### src/rtl/riscv_pkg.sv
// Shared RV32 definitions used by the multiply/divide unit: the operation encoding, FSM states
// and the two's-complement helpers.
package riscv_pkg;

  localparam int XLEN = 32;

  // Encoded to match funct3 of the RV32M instructions
  typedef enum logic [2:0] {
    MUL    = 3'b000,
    MULH   = 3'b001,
    MULHSU = 3'b010,
    MULHU  = 3'b011,
    DIV    = 3'b100,
    DIVU   = 3'b101,
    REM    = 3'b110,
    REMU   = 3'b111
  } muldiv_op_t;

  typedef enum logic [1:0] {
    IDLE = 2'd0,
    CALC = 2'd1,
    DONE = 2'd2
  } muldiv_state_t;

  function automatic logic [XLEN-1:0] neg_val(input logic [XLEN-1:0] x);
    return ~x + XLEN'(1);
  endfunction

  // Magnitude of a signed value; 0x80000000 maps to itself, which is 2^31 read as unsigned
  function automatic logic [XLEN-1:0] abs_val(input logic [XLEN-1:0] x);
    return x[XLEN-1] ? neg_val(x) : x;
  endfunction

endpackage

### src/rtl/muldiv_unit_if.sv
// Request/response bundle between the control unit and the multiply/divide unit.
interface muldiv_unit_if;
  import riscv_pkg::*;

  logic            start;
  muldiv_op_t      op;
  logic [XLEN-1:0] opr_a;
  logic [XLEN-1:0] opr_b;
  logic            flush;
  logic            busy;
  logic            done;
  logic [XLEN-1:0] result;

  modport master (
    output start, op, opr_a, opr_b, flush,
    input  busy, done, result
  );

  modport slave (
    input  start, op, opr_a, opr_b, flush,
    output busy, done, result
  );

endinterface

### src/rtl/muldiv_unit.sv
// Iterative radix-2 RV32M multiply/divide unit: 32 shift-add or restoring shift-subtract steps
// on operand magnitudes, with sign fix-up on the last step and an early-out for divide corner cases.
module muldiv_unit #(
  parameter int XLEN = 32
) (
  input  logic         clk,
  input  logic         rst_n,
  muldiv_unit_if.slave io
);
  import riscv_pkg::*;

  muldiv_state_t     state_r;
  muldiv_state_t     state_nx_s;
  muldiv_op_t        op_r;
  logic [XLEN-1:0]   a_mag_r;
  logic [XLEN-1:0]   b_mag_r;
  logic [XLEN-1:0]   quot_r;
  logic [XLEN-1:0]   result_r;
  logic [2*XLEN-1:0] prod_r;
  logic [XLEN:0]     rem_r;
  logic [4:0]        cnt_r;
  logic              neg_xor_r;
  logic              neg_a_r;
  logic              busy_r;
  logic              done_r;

  logic              a_signed_s;
  logic              b_signed_s;
  logic              a_neg_s;
  logic              b_neg_s;
  logic [XLEN-1:0]   a_mag_s;
  logic [XLEN-1:0]   b_mag_s;
  logic              div_zero_s;
  logic              div_ovf_s;
  logic              special_s;
  logic [XLEN-1:0]   spec_res_s;
  logic              load_s;
  logic              step_s;
  logic              last_s;

  logic [XLEN:0]     sum_s;
  logic [2*XLEN-1:0] prod_nx_s;
  logic [XLEN:0]     shift_s;
  logic [XLEN:0]     diff_s;
  logic [XLEN:0]     rem_nx_s;
  logic [XLEN-1:0]   quot_nx_s;
  logic [2*XLEN-1:0] prod_fix_s;
  logic [XLEN-1:0]   quot_fix_s;
  logic [XLEN-1:0]   rem_fix_s;
  logic [XLEN-1:0]   final_res_s;

  assign io.busy   = busy_r;
  assign io.done   = done_r;
  assign io.result = result_r;

  // Operand signedness, magnitudes and divide corner-case detection on the incoming request
  always_comb begin
    a_signed_s = 1'b0;
    b_signed_s = 1'b0;
    case (io.op)
      MUL, MULH, DIV, REM: begin
        a_signed_s = 1'b1;
        b_signed_s = 1'b1;
      end
      MULHSU: begin
        a_signed_s = 1'b1;
        b_signed_s = 1'b0;
      end
      default: begin
        a_signed_s = 1'b0;
        b_signed_s = 1'b0;
      end
    endcase

    a_neg_s    = a_signed_s & io.opr_a[XLEN-1];
    b_neg_s    = b_signed_s & io.opr_b[XLEN-1];
    a_mag_s    = a_neg_s ? abs_val(io.opr_a) : io.opr_a;
    b_mag_s    = b_neg_s ? abs_val(io.opr_b) : io.opr_b;
    div_zero_s = (io.opr_b == {XLEN{1'b0}});
    div_ovf_s  = ((io.op == DIV) || (io.op == REM)) &&
                 (io.opr_a == {1'b1, {(XLEN-1){1'b0}}}) && (io.opr_b == {XLEN{1'b1}});
    special_s  = io.op[2] & (div_zero_s | div_ovf_s);

    case (io.op)
      DIV:     spec_res_s = div_zero_s ? {XLEN{1'b1}} : {1'b1, {(XLEN-1){1'b0}}};
      DIVU:    spec_res_s = {XLEN{1'b1}};
      REM:     spec_res_s = div_zero_s ? io.opr_a : {XLEN{1'b0}};
      REMU:    spec_res_s = io.opr_a;
      default: spec_res_s = {XLEN{1'b0}};
    endcase
  end

  // Next-state logic; flush overrides everything including a simultaneous start
  always_comb begin
    state_nx_s = state_r;
    load_s     = 1'b0;
    step_s     = 1'b0;
    last_s     = 1'b0;
    if (io.flush) begin
      state_nx_s = IDLE;
    end else begin
      case (state_r)
        IDLE: begin
          if (io.start) begin
            load_s     = 1'b1;
            state_nx_s = special_s ? DONE : CALC;
          end else begin
            state_nx_s = IDLE;
          end
        end
        CALC: begin
          step_s = 1'b1;
          if (cnt_r == 5'd31) begin
            last_s     = 1'b1;
            state_nx_s = DONE;
          end else begin
            state_nx_s = CALC;
          end
        end
        DONE:    state_nx_s = IDLE;
        default: state_nx_s = IDLE;
      endcase
    end
  end

  // State register and the status outputs decoded from the upcoming state
  always_ff @(posedge clk or negedge rst_n) begin
    if (!rst_n) begin
      state_r <= IDLE;
      busy_r  <= 1'b0;
      done_r  <= 1'b0;
    end else begin
      state_r <= state_nx_s;
      busy_r  <= (state_nx_s == CALC);
      done_r  <= (state_nx_s == DONE);
    end
  end

  // One radix-2 step for both datapaths; the quotient register doubles as the dividend shifter
  always_comb begin
    sum_s     = {1'b0, prod_r[2*XLEN-1:XLEN]} + {1'b0, (prod_r[0] ? b_mag_r : {XLEN{1'b0}})};
    prod_nx_s = {sum_s, prod_r[XLEN-1:1]};

    shift_s = {rem_r[XLEN-1:0], quot_r[XLEN-1]};
    diff_s  = shift_s - {1'b0, b_mag_r};
    if (!diff_s[XLEN]) begin
      rem_nx_s  = diff_s;
      quot_nx_s = {quot_r[XLEN-2:0], 1'b1};
    end else begin
      rem_nx_s  = shift_s;
      quot_nx_s = {quot_r[XLEN-2:0], 1'b0};
    end
  end

  // Sign correction and result selection applied to the final iteration's values
  always_comb begin
    prod_fix_s = neg_xor_r ? (~prod_nx_s + 64'd1) : prod_nx_s;
    quot_fix_s = neg_xor_r ? neg_val(quot_nx_s) : quot_nx_s;
    rem_fix_s  = neg_a_r ? neg_val(rem_nx_s[XLEN-1:0]) : rem_nx_s[XLEN-1:0];
    case (op_r)
      MUL:                 final_res_s = prod_fix_s[XLEN-1:0];
      MULH, MULHSU, MULHU: final_res_s = prod_fix_s[2*XLEN-1:XLEN];
      DIV, DIVU:           final_res_s = quot_fix_s;
      REM, REMU:           final_res_s = rem_fix_s;
      default:             final_res_s = {XLEN{1'b0}};
    endcase
  end

  // Datapath registers: latch on accept, iterate in CALC, hold otherwise
  always_ff @(posedge clk or negedge rst_n) begin
    if (!rst_n) begin
      op_r      <= MUL;
      a_mag_r   <= {XLEN{1'b0}};
      b_mag_r   <= {XLEN{1'b0}};
      quot_r    <= {XLEN{1'b0}};
      prod_r    <= {(2*XLEN){1'b0}};
      rem_r     <= {(XLEN+1){1'b0}};
      cnt_r     <= 5'd0;
      neg_xor_r <= 1'b0;
      neg_a_r   <= 1'b0;
      result_r  <= {XLEN{1'b0}};
    end else if (load_s) begin
      op_r      <= io.op;
      a_mag_r   <= a_mag_s;
      b_mag_r   <= b_mag_s;
      quot_r    <= a_mag_s;
      prod_r    <= {{XLEN{1'b0}}, a_mag_s};
      rem_r     <= {(XLEN+1){1'b0}};
      cnt_r     <= 5'd0;
      neg_xor_r <= a_neg_s ^ b_neg_s;
      neg_a_r   <= a_neg_s;
      if (special_s) begin
        result_r <= spec_res_s;
      end else begin
        result_r <= result_r;
      end
    end else if (step_s) begin
      prod_r <= prod_nx_s;
      rem_r  <= rem_nx_s;
      quot_r <= quot_nx_s;
      cnt_r  <= cnt_r + 5'd1;
      if (last_s) begin
        result_r <= final_res_s;
      end else begin
        result_r <= result_r;
      end
    end else begin
      cnt_r <= cnt_r;
    end
  end

endmodule

### src/flat_wrapper.sv
// flat-port wrapper written by rule: the top's interface ports become plain ports
module muldiv_unit_flat import riscv_pkg::*;
#(
  parameter int XLEN = 32
)
  (clk, rst_n, io_start, io_op, io_opr_a, io_opr_b, io_flush, io_busy, io_done, io_result);
  muldiv_unit_if io_i ();
  input  logic clk;
  input  logic rst_n;
  input wire logic [$bits(io_i.start)-1:0] io_start;
  input wire logic [$bits(io_i.op)-1:0] io_op;
  input wire logic [$bits(io_i.opr_a)-1:0] io_opr_a;
  input wire logic [$bits(io_i.opr_b)-1:0] io_opr_b;
  input wire logic [$bits(io_i.flush)-1:0] io_flush;
  output wire logic [$bits(io_i.busy)-1:0] io_busy;
  output wire logic [$bits(io_i.done)-1:0] io_done;
  output wire logic [$bits(io_i.result)-1:0] io_result;
  assign io_i.start = io_start;
  assign io_i.op = io_op;
  assign io_i.opr_a = io_opr_a;
  assign io_i.opr_b = io_opr_b;
  assign io_i.flush = io_flush;
  assign io_busy = io_i.busy;
  assign io_done = io_i.done;
  assign io_result = io_i.result;
  muldiv_unit #(.XLEN(XLEN)) u_core (.clk(clk), .rst_n(rst_n), .io(io_i));
endmodule
### config.mk
export PLATFORM = sky130hd
export DESIGN_NAME = muldiv_unit_flat
export DESIGN_NICKNAME = d
export VERILOG_FILES = /design/src/rtl/riscv_pkg.sv /design/src/rtl/muldiv_unit_if.sv /design/src/rtl/muldiv_unit.sv /design/src/flat_wrapper.sv
export SDC_FILE = /design/constraint.sdc
export NUM_CORES = 1
export LEC_CHECK = 0
export ABC_AREA = 1
export ABC_CLOCK_PERIOD_IN_PS = 6500
export BUFFER_PORTS_ARGS = -buffer_cell sky130_fd_sc_hd__buf_2
export CORE_MARGIN = 5
export CORE_UTILIZATION = 55
export DETAILED_ROUTE_END_ITERATION = 6
export GPL_ROUTABILITY_DRIVEN = 1
export GPL_TIMING_DRIVEN = 0
export PLACE_DENSITY = 0.73
export SLEW_MARGIN = 40
export SYNTH_ARGS = -nofsm -noshare
export SYNTH_HDL_FRONTEND = slang
export SYNTH_SLANG_ARGS = --single-unit
### constraint.sdc
create_clock -name clk -period 6.5 [get_ports clk]
set_clock_uncertainty 0.15 [all_clocks]
set_input_delay 0 -clock clk [delete_from_list [all_inputs] [get_ports clk]]
set_output_delay 0 -clock clk [all_outputs]
set_load 0.02 [all_outputs]
-- After elaboration in Yosys (flattened, before gate mapping)
Cells that the tools add are included.
- output and inout port bits: 34
- bits in registers: 206
- bitwise gates (word level): 10
- add/sub/neg operators: 8
- muxes and demuxes: 41
- reductions and logical operators: 15
- eq/ne operators: 20
- operators with widths (kind ; count):
    32-bit 2-to-1 mux ; 17
    32-bit case mux with 4 select lines ; 2
    64-bit 2-to-1 mux ; 3
    32-bit by 1-bit adder with 32-bit output, second input constant ; 4
    32-bit NOT ; 4
    64-bit by 1-bit adder with 64-bit output, second input constant ; 1
    32-bit equality test, second input constant ; 2
    64-bit NOT ; 1
    32-bit by 32-bit adder with 33-bit output ; 1
    33-bit by 32-bit subtractor with 33-bit output ; 1
    32-bit zero test ; 1
    31-bit 2-to-1 mux ; 1
    3-bit equality test, second input constant ; 8
    1-bit 2-to-1 mux ; 11
    5-bit 2-to-1 mux ; 2
    3-bit by 2-bit equality test with 1-bit output, second input constant ; 3
    2-bit 2-to-1 mux ; 4
    3-bit by 1-bit equality test with 1-bit output, second input constant ; 2
    3-bit zero test ; 2
    5-bit by 1-bit adder with 5-bit output, second input constant ; 1
    5-bit equality test, second input constant ; 1
    5-bit OR reduction ; 1
    2-bit by 1-bit equality test with 1-bit output, second input constant ; 2
    2-bit case mux with 2 select lines ; 1
    13 further kinds ; 18

-- Depth between registers and ports, before layout
Gate-level depths: netlist of run 1.
- depth in word-level cells: 11
- mapped depth: 33
- depth with buffers taken out: 31

-- Least setup slack after synthesis of run 1
No wires, ideal clock.
- path kind: register to register
- from: register u_core.quot_r[31]
- to: register u_core.result_r[28], in the netlist u_core.io.result[28]
- cell stages (with the launch flop): 32
- path slack: 2.187 ns
- period minus slack after synthesis: 4.313 ns
- buffers on the path: 2
- data required time: 6.229 ns
- arrival: 4.042 ns
- path through: dfrtp_1 > inv_1 > ha_1 > inv_1 > fa_1 > nand2_1 > nand2_1 > nand3_1 > nand2_2 > nand2_2 > nand2_4 > nand2_4 > nand3_4 > nand2_8 > buf_8 > buf_4 > ha_1 > inv_1 > nor3_2 > nand3_1 > nor3_1 > nand3_1 > nor3_1 > nand3_1 > o21ai_1 > o21ai_0 > o21ai_0 > a21oi_1 > nor2_1 > nand3_1 > nand2_1 > a21oi_1
- cells in the longest elaborated chain, start to end: 9
- ends and longest elaborated chain (element ; line ; text):
    from (decl) ; muldiv_unit.sv:17 ; logic [XLEN-1:0] quot_r;
    from (signal assigned) ; muldiv_unit.sv:175 ; quot_r <= {XLEN{1'b0}};
    from (signal assigned) ; muldiv_unit.sv:186 ; quot_r <= a_mag_s;
    from (signal assigned) ; muldiv_unit.sv:200 ; quot_r <= quot_nx_s;
    33-bit by 32-bit subtractor with 33-bit output ; muldiv_unit.sv:145 ; diff_s = shift_s - {1'b0, b_mag_r};
    32-bit 2-to-1 mux or 1-bit 2-to-1 mux (tied branches) ; muldiv_unit.sv:146 ; if (!diff_s[XLEN]) begin
    32-bit NOT ; riscv_pkg.sv:26 ; return ~x + XLEN'(1);
    32-bit by 1-bit adder with 32-bit output ; riscv_pkg.sv:26 ;
    32-bit 2-to-1 mux (on tied branches) ; muldiv_unit.sv:159, muldiv_unit.sv:158 ;
    32-bit case mux with 4 select lines * ; muldiv_unit.sv:160 ; case (op_r)
    32-bit 2-to-1 mux * ; muldiv_unit.sv:202 ; if (last_s) begin
    32-bit 2-to-1 mux * ; muldiv_unit.sv:197 ; end else if (step_s) begin
    32-bit 2-to-1 mux * ; muldiv_unit.sv:182 ; end else if (load_s) begin
    to (signal assigned) ; muldiv_unit.sv:181 ; result_r <= {XLEN{1'b0}};
    to (signal assigned) ; muldiv_unit.sv:203 ; result_r <= final_res_s;
    to (signal assigned) ; muldiv_unit.sv:205 ; result_r <= result_r;
    to (decl) ; muldiv_unit.sv:18 ; logic [XLEN-1:0] result_r;
Every way passes the cells marked *; elsewhere a longest branch is shown, timed or not. The select of a mux whose other input is x is not followed.
A chain may end at the register's enable or synchronous reset.

-- Worst setup path in the final report of run 1
Ends and elaborated chain as after synthesis.

==> results of run 1 <==
==> through the flow <==
| stage | cells | hold slack [ns] | worst slack [ns] | util | power [W] |
|---|---|---|---|---|---|
| 5_1_grt | 3911 | 0.102 | 0.280 | 0.639 | 0.0119 |
| 6_report | 3911 | 0.0701 | 0.626 | 0.639 | 0.0110 |
| 4_1_cts | 3910 | 0.0365 | 0.818 | 0.639 | 0.0108 |
| 3_3_place_gp | 3769 | 0.0640 | 0.972 | 0.586 | 0.00915 |
| 2_1_floorplan | 3204 | -0.446 | 2.19 | - | 0.00719 |
| 3_5_place_dp | 3772 | -0.315 | 0.870 | 0.589 | 0.00928 |
==> metal layers <==
layer  vias to the layer above  track usage
met3                       316       0.0859
met4                         0        0.226
met1                     10777        0.527
met5                         -            0
met2                      1405        0.639
li1                      10945            -
==> Yosys cell counts, types with 4 or more instances <==
| library cell | n | area [um2] |
|---|---|---|
| nand2_1 | 910 | 3420 |
| inv_1 | 434 | 1630 |
| nor2_1 | 365 | 1370 |
| o21ai_0 | 231 | 1160 |
| nand3_1 | 214 | 1070 |
| dfrtp_1 | 206 | 5150 |
| a21oi_1 | 176 | 881 |
| clkbuf_1 | 81 | 304 |
| ha_1 | 72 | 901 |
| nand4_1 | 64 | 400 |
| nor3_1 | 56 | 280 |
| o221ai_1 | 55 | 482 |
| xor2_1 | 47 | 412 |
| nand2_2 | 32 | 200 |
| xnor2_1 | 29 | 254 |
| o22ai_1 | 22 | 138 |
| nand3b_1 | 18 | 135 |
| or2_2 | 15 | 93.8 |
| a31oi_1 | 13 | 81.3 |
| o21ai_1 | 13 | 65.1 |
| o21bai_1 | 11 | 82.6 |
| o31ai_1 | 11 | 82.6 |
| nand2_4 | 10 | 113 |
| nor4_1 | 10 | 62.6 |
| o211ai_1 | 10 | 75.1 |
| nor2_2 | 9 | 56.3 |
| buf_2 | 8 | 40.0 |
| a21oi_2 | 7 | 61.3 |
| and2_1 | 7 | 43.8 |
| a21o_1 | 6 | 45.0 |
| clkinv_1 | 5 | 18.8 |
| inv_2 | 4 | 15.0 |
==> flip-flops by register name, summed over array words and instances, names as in the netlist <==
name and count:
u_core.cnt_r 5, u_core.state_r 2, u_core.neg_a_r 1, u_core.io.result 32, u_core.rem_r 32, u_core.quot_r 32, u_core.prod_r 64, u_core.op_r 3
u_core.io.busy 1, u_core.neg_xor_r 1, u_core.b_mag_r 32, u_core.io.done 1
==> area by class of cell <==
cell class	instances	area [um2]
antenna	1	2.50
buffer	99	439
sequential	206	5150
multi-input combinational	2455	12400
fill	3326	12800
inverter	444	1670
clock buffer	33	696
clock inverter	10	115
tap	461	577
timing repair buffer	202	1560
==> final timing paths <==
check	startpoint	end	slack, ns
worst max-delay path	u_core.quot_r[31]$_DFFE_PN0P_	u_core.io.result[28]$_DFFE_PN0P_	0.63
worst min-delay path	io_flush	u_core.io.busy$_DFF_PN0_	0.07
worst max register to register	u_core.quot_r[31]$_DFFE_PN0P_	u_core.io.result[28]$_DFFE_PN0P_	0.63
worst min register to register	u_core.prod_r[35]$_DFFE_PN0P_	u_core.prod_r[35]$_DFFE_PN0P_	0.35
max in group asynchronous	rst_n	u_core.prod_r[10]$_DFFE_PN0P_	4.96
min in group asynchronous	rst_n	u_core.b_mag_r[9]$_DFFE_PN0P_	0.49
==> cells by family (layout without fill, tap and decap cells) <==
family / Yosys count / in the layout
XOR/XNOR: 76 / 76
AND/OR/NAND/NOR: 1729 / 1729
buffers and inverters: 543 / 788
flip-flops: 206 / 206
adder cells (fa/ha/maj): 74 / 74
other: 0 / 1
AO/OA/AOI/OAI: 576 / 576
==> power groups by stage <==
stage | clock network [W] | logic, W | registers (W)
final | 0.00145 | 0.00750 | 0.00210
after global routing | 0.00149 | 0.00825 | 0.00213
after CTS | 0.00144 | 0.00729 | 0.00207
after detailed placement | 0 | 0.00719 | 0.00209
after global placement | 0 | 0.00708 | 0.00207
after floorplan | 0 | 0.00509 | 0.00210
==> worst min-delay path, delay by kind of cell <==
family	cells	cell delay, ns
buffers and inverters	2	0.68
AO/OA/AOI/OAI	1	0.05
==> impl_metrics.env, run 1 <==
export IMPL_seqPwrFrac=0.190
export IMPL_synth_top_family_by_area="simple AND/OR/NAND/NOR gates"
export IMPL_period_share=0.904
export IMPL_hold_path_class="in2reg"
export IMPL_p_switching_w=0.00619
export IMPL_tns_ns=0
export IMPL_drt_iter0_drc=2788
export IMPL_critPathMaxFanout=10
export IMPL_crit_required_ns=6.78
export IMPL_cts_reportedPaths_clkPinSlew_ns=0.07
export IMPL_core_area_um2=35400
export IMPL_grt_max_degree=73
export IMPL_wl_met2_um=36000
export IMPL_synth_edf_count=0
export IMPL_slew_violations=0
export IMPL_final_cell_area_um2=22600
export IMPL_ir_drop_mv=0.307
export IMPL_yosysSeqAreaShare=0.262
export IMPL_grt_pass1_wl_um=125000
export IMPL_max_freq_ghz=0.170
export IMPL_slowest_stage="nor3_1"
export IMPL_rsz0062_at_grt="no"
export IMPL_cts_sinks=206
export IMPL_hold_path_depth=3
export IMPL_p_int_w=0.00485
export IMPL_critPathBufInv=5
export IMPL_violations="design-rule violations"
export IMPL_maxCapViolCount=0
export IMPL_cts_repair_resized=0
export IMPL_yosys_area_share_xor_xnor=0.0339
export IMPL_route_met3_wl_um=8850
export IMPL_worstMarginPinSlew_ns=0.939
export IMPL_crit_path_end_kind="flop"
export IMPL_post_dp_cell_area_um2=20800
export IMPL_via_per_inst=5.99
export IMPL_htreeDepth=1
export IMPL_switching_share=0.561
export IMPL_avgSynthCellArea_um2=6.13
export IMPL_slew_headroom=0.374
export IMPL_syn_cell_area_um2=19600
export IMPL_drt_pass1_iterations=7
export IMPL_die_area_um2=39600
export IMPL_worst_r2r_path_depth=31
export IMPL_path_class="reg2reg"
export IMPL_ant_nets=0
export IMPL_m1WireLength_um=32200
export IMPL_synth_cell_types=61
export IMPL_finalSetupViolCount=0
export IMPL_synthMuxAreaShare=0
export IMPL_wirelength_um=82800
export IMPL_synthArstFlopShare=1.00
export IMPL_synth_fa_ha_area_frac=0.0479
export IMPL_ys_ff_latch=206
export IMPL_gr_total_overflow=0
export IMPL_wire_per_inst_um=21.2
export IMPL_power_frac_clock=0.131
export IMPL_place_gp_congestion=1.07
export IMPL_critical_path_max_stage_delay_ns=0.51
export IMPL_cts_setup_buffers=0
export IMPL_hold_viol_final=0
export IMPL_dieHeight_um=199
export IMPL_syn_num_nets=3349
export IMPL_num_rows=69
export IMPL_grt_util_all_layers=0.408
export IMPL_hold_buffers=95
export IMPL_syn_inst=3204
export IMPL_cp_arrival_ns=6.16
export IMPL_cpMostUsedCell="nand3_1"
export IMPL_clk_latency_ns=0.55
export IMPL_p_leak_nw=11.5
export IMPL_synthSimpleGateAreaFrac=0.379
export IMPL_initial_core_util=0.555
export IMPL_drive_gt1_frac=0.0757
export IMPL_first_global_vias=21885
export IMPL_final_cell_mix="910 x nand2_1, 434 x inv_1, 365 x nor2_1"
export IMPL_portBuffers=104
export IMPL_tritoncts="yes"
export IMPL_via_count=23443
export IMPL_syn_to_final_growth_pct=15.1
export IMPL_status="complete, but fails checks"
export IMPL_power_density_nw_per_um2=488
export IMPL_final_common_cell="nand2_1"
export IMPL_clockBufferDepth=3
export IMPL_pwr_share_comb=0.679
export IMPL_synth_compound_area_frac=0.169
export IMPL_antenna_found_initial=2
export IMPL_min_period_ns=5.87
export IMPL_io_pins=105
export IMPL_drc=2
export IMPL_cp_top_family="simple AND/OR/NAND/NOR gates"
export IMPL_root_buffer="clkbuf_16"
export IMPL_dp_hpwl_um=65100
export IMPL_crit_path_start_kind="flop"
export IMPL_highest_layer="met4"
export IMPL_yosys_warnings=0
export IMPL_synth_ff_type="dfrtp_1"
export IMPL_crit_cells=31
export IMPL_cts_buffers=24
export IMPL_final_nets=3577
export IMPL_dieWidth_um=199
No activity file was read; power rests on OpenSTA's default activity.
==> run 2: changes to the inputs <==
--- a/config.mk
+++ b/config.mk
@@ -7,13 +7,13 @@
 export LEC_CHECK = 0
 export ABC_AREA = 1
 export ABC_CLOCK_PERIOD_IN_PS = 6500
-export BUFFER_PORTS_ARGS = -buffer_cell sky130_fd_sc_hd__buf_2
 export CORE_MARGIN = 5
 export CORE_UTILIZATION = 55
 export DETAILED_ROUTE_END_ITERATION = 6
+export DONT_BUFFER_PORTS = 1
 export GPL_ROUTABILITY_DRIVEN = 1
 export GPL_TIMING_DRIVEN = 0
-export PLACE_DENSITY = 0.73
+export PLACE_DENSITY = 0.7
 export SLEW_MARGIN = 40
 export SYNTH_ARGS = -nofsm -noshare
 export SYNTH_HDL_FRONTEND = slang
==> run 2 against run 1 <==
The flow now finishes without violations. Setup slack worse by 0.045 ns. Worst hold slack got worse by 0.039 ns. Die area did not move. First-iteration DRC count is 4.0% higher. Clock power is essentially flat. Via count down 0.21%. Sequential power rose by 7%. Critical path depth grew 1. Largest power group unchanged. Highest routed layer is now met5.
==> impl_metrics.env, run 2 (synthesis results as in run 1) <==
export IMPL_clockBufferDepth=3
export IMPL_r2r_start="u_core.quot_r[31]$_DFFE_PN0P_"
export IMPL_root_buffer="clkbuf_16"
export IMPL_cts_repair_resized=0
export IMPL_r2r_setup_slack_ns=0.58
export IMPL_hold_viol_final=0
export IMPL_tritoncts="yes"
export IMPL_finalSetupViolCount=0
export IMPL_min_to="u_core.state_r[0]$_DFF_PN0_"
export IMPL_first_global_vias=21796
export IMPL_tns_ns=0
export IMPL_dieHeight_um=199
export IMPL_place_ws_ns=0.777
export IMPL_maxCapViolCount=0
export IMPL_dp_hpwl_um=64700
export IMPL_finalWorstSetupSlack_ns=0.582
export IMPL_hold_path_class="in2reg"
export IMPL_place_gp_congestion=1.06
export IMPL_final_cell_mix="910 x nand2_1, 434 x inv_1, 365 x nor2_1"
export IMPL_critPathMaxFanout=10
export IMPL_cts_sinks=206
export IMPL_gr_total_overflow=0
export IMPL_antenna_found_initial=3
export IMPL_crit_path_end_kind="flop"
export IMPL_drc=0
export IMPL_drt_pass1_iterations=6
export IMPL_rsz0062_at_grt="no"
export IMPL_die_area_um2=39600
export IMPL_cts_buffers=25
export IMPL_hold_worst_slack_ns=0.0307
export IMPL_dieWidth_um=199
export IMPL_crit_path_start_kind="flop"
export IMPL_worst_r2r_path_depth=32
export IMPL_max_freq_ghz=0.169
export IMPL_via_count=23394
export IMPL_htreeDepth=1
export IMPL_hold_buffers=113
export IMPL_core_area_um2=35400
export IMPL_p_leak_nw=11.2
export IMPL_timing_rr_end="u_core.io.result[30]$_DFFE_PN0P_"
export IMPL_final_common_cell="nand2_1"
export IMPL_num_rows=69
export IMPL_worstHoldStart="io_flush"
export IMPL_crit_required_ns=6.85
export IMPL_ant_nets=0
export IMPL_path_class="reg2reg"
export IMPL_min_period_ns=5.92
export IMPL_final_nets=3492
export IMPL_slowest_stage="nor3_1"
export IMPL_status="finished, final reports clean"
export IMPL_initial_core_util=0.555
export IMPL_ir_drop_mv=0.240
export IMPL_power_density_nw_per_um2=493
export IMPL_numPlacedInstances=3665
export IMPL_largest_register="u_core.prod_r"
export IMPL_cpMostUsedCell="nand3_1"
export IMPL_via_per_inst=6.11
export IMPL_drt_iter0_drc=2899
export IMPL_io_pins=105
export IMPL_critical_path_max_stage_delay_ns=0.48
export IMPL_worstMarginPinSlew_ns=0.968
export IMPL_cts_reportedPaths_clkPinSlew_ns=0.07
export IMPL_cp_arrival_ns=6.27
export IMPL_grt_max_degree=207
export IMPL_drive_gt1_frac=0.0481
export IMPL_syn_to_final_growth_pct=13.5
export IMPL_slew_headroom=0.354
export IMPL_portBuffers=0
export IMPL_grt_pass1_wl_um=125000
export IMPL_wirelength_um=84300
export IMPL_instances_no_fill=3829
export IMPL_largest_register_ffs=64
export IMPL_period_share=0.911
export IMPL_slew_violations=0
export IMPL_hold_path_depth=2
export IMPL_grt_util_all_layers=0.413
export IMPL_wire_per_inst_um=22.0
export IMPL_cts_setup_buffers=0
export IMPL_clk_latency_ns=0.57
run 2: changes by cell type in the layout (fill, tap and decap cells not counted), moves of 2 or more:
cell	change
buf_2	-104
clkbuf_2	-2
clkinv_2	+3
clkinvlp_4	+2
dlygate4sd3_1	+19
run 2: where the power goes:
| part | internal, W | switching [W] | leakage [nW] |
|---|---|---|---|
| sequential | 0.00170 | 0.000543 | 2.58 |
| clock | 0.000835 | 0.000615 | 0.412 |
| combinational | 0.00225 | 0.00504 | 8.19 |
run 2: area by class of cell:
class | instances | area (um2)
plain buffers | 99 | 437
clock buffers | 31 | 688
fillers | 3289 | 13100
well taps | 461 | 577
diodes | 2 | 5.00
clock inverters | 15 | 145
inverters | 444 | 1670
multi-input cells | 2455 | 12400
repair buffers | 116 | 1190
flip-flops and latches | 206 | 5150
run 2: routing by layer:
layer | wire (um) | track usage | share of wire | up-vias
met3 | 9140 | 0.0791 | 0.11 | 354
met1 | 32400 | 0.536 | 0.38 | 10655
met4 | 6460 | 0.247 | 0.077 | 2
li1 | - | - | - | 10795
met2 | 36300 | 0.640 | 0.43 | 1588
met5 | 13 | 0 | 0.00015 | -
run 2: worst max-delay path by stage:
stage | from | endpoint | slack (ns) | cells after the start
2_1_floorplan | u_core.quot_r[31]$_DFFE_PN0P_ | u_core.io.result[28]$_DFFE_PN0P_ | 2.19 | 31
3_3_place_gp | u_core.quot_r[31]$_DFFE_PN0P_ | u_core.io.result[28]$_DFFE_PN0P_ | 0.83 | 31
3_5_place_dp | u_core.quot_r[31]$_DFFE_PN0P_ | u_core.io.result[30]$_DFFE_PN0P_ | 0.78 | 32
4_1_cts | u_core.quot_r[31]$_DFFE_PN0P_ | u_core.io.result[30]$_DFFE_PN0P_ | 0.77 | 32
5_1_grt | u_core.quot_r[31]$_DFFE_PN0P_ | u_core.io.result[30]$_DFFE_PN0P_ | 0.24 | 32
6_report | u_core.quot_r[31]$_DFFE_PN0P_ | u_core.io.result[30]$_DFFE_PN0P_ | 0.58 | 32
run 2: critical path: cells and delay by family (launching register included):
family          cells  cell delay (ns)
flops               1             0.37
buf+inv             6             0.72
compound gates      5             0.95
fa+ha+maj           3             0.78
simple gates       18             2.88
run 2: per-stage QoR:
stage,instance area [um2],utilization,power (W)
2_1_floorplan,19600,-,0.00719
3_3_place_gp,20200,0.571,0.00902
3_5_place_dp,20200,0.572,0.00914
4_1_cts,22200,0.628,0.0107
5_1_grt,22300,0.630,0.0118
6_report,22300,0.630,0.0110
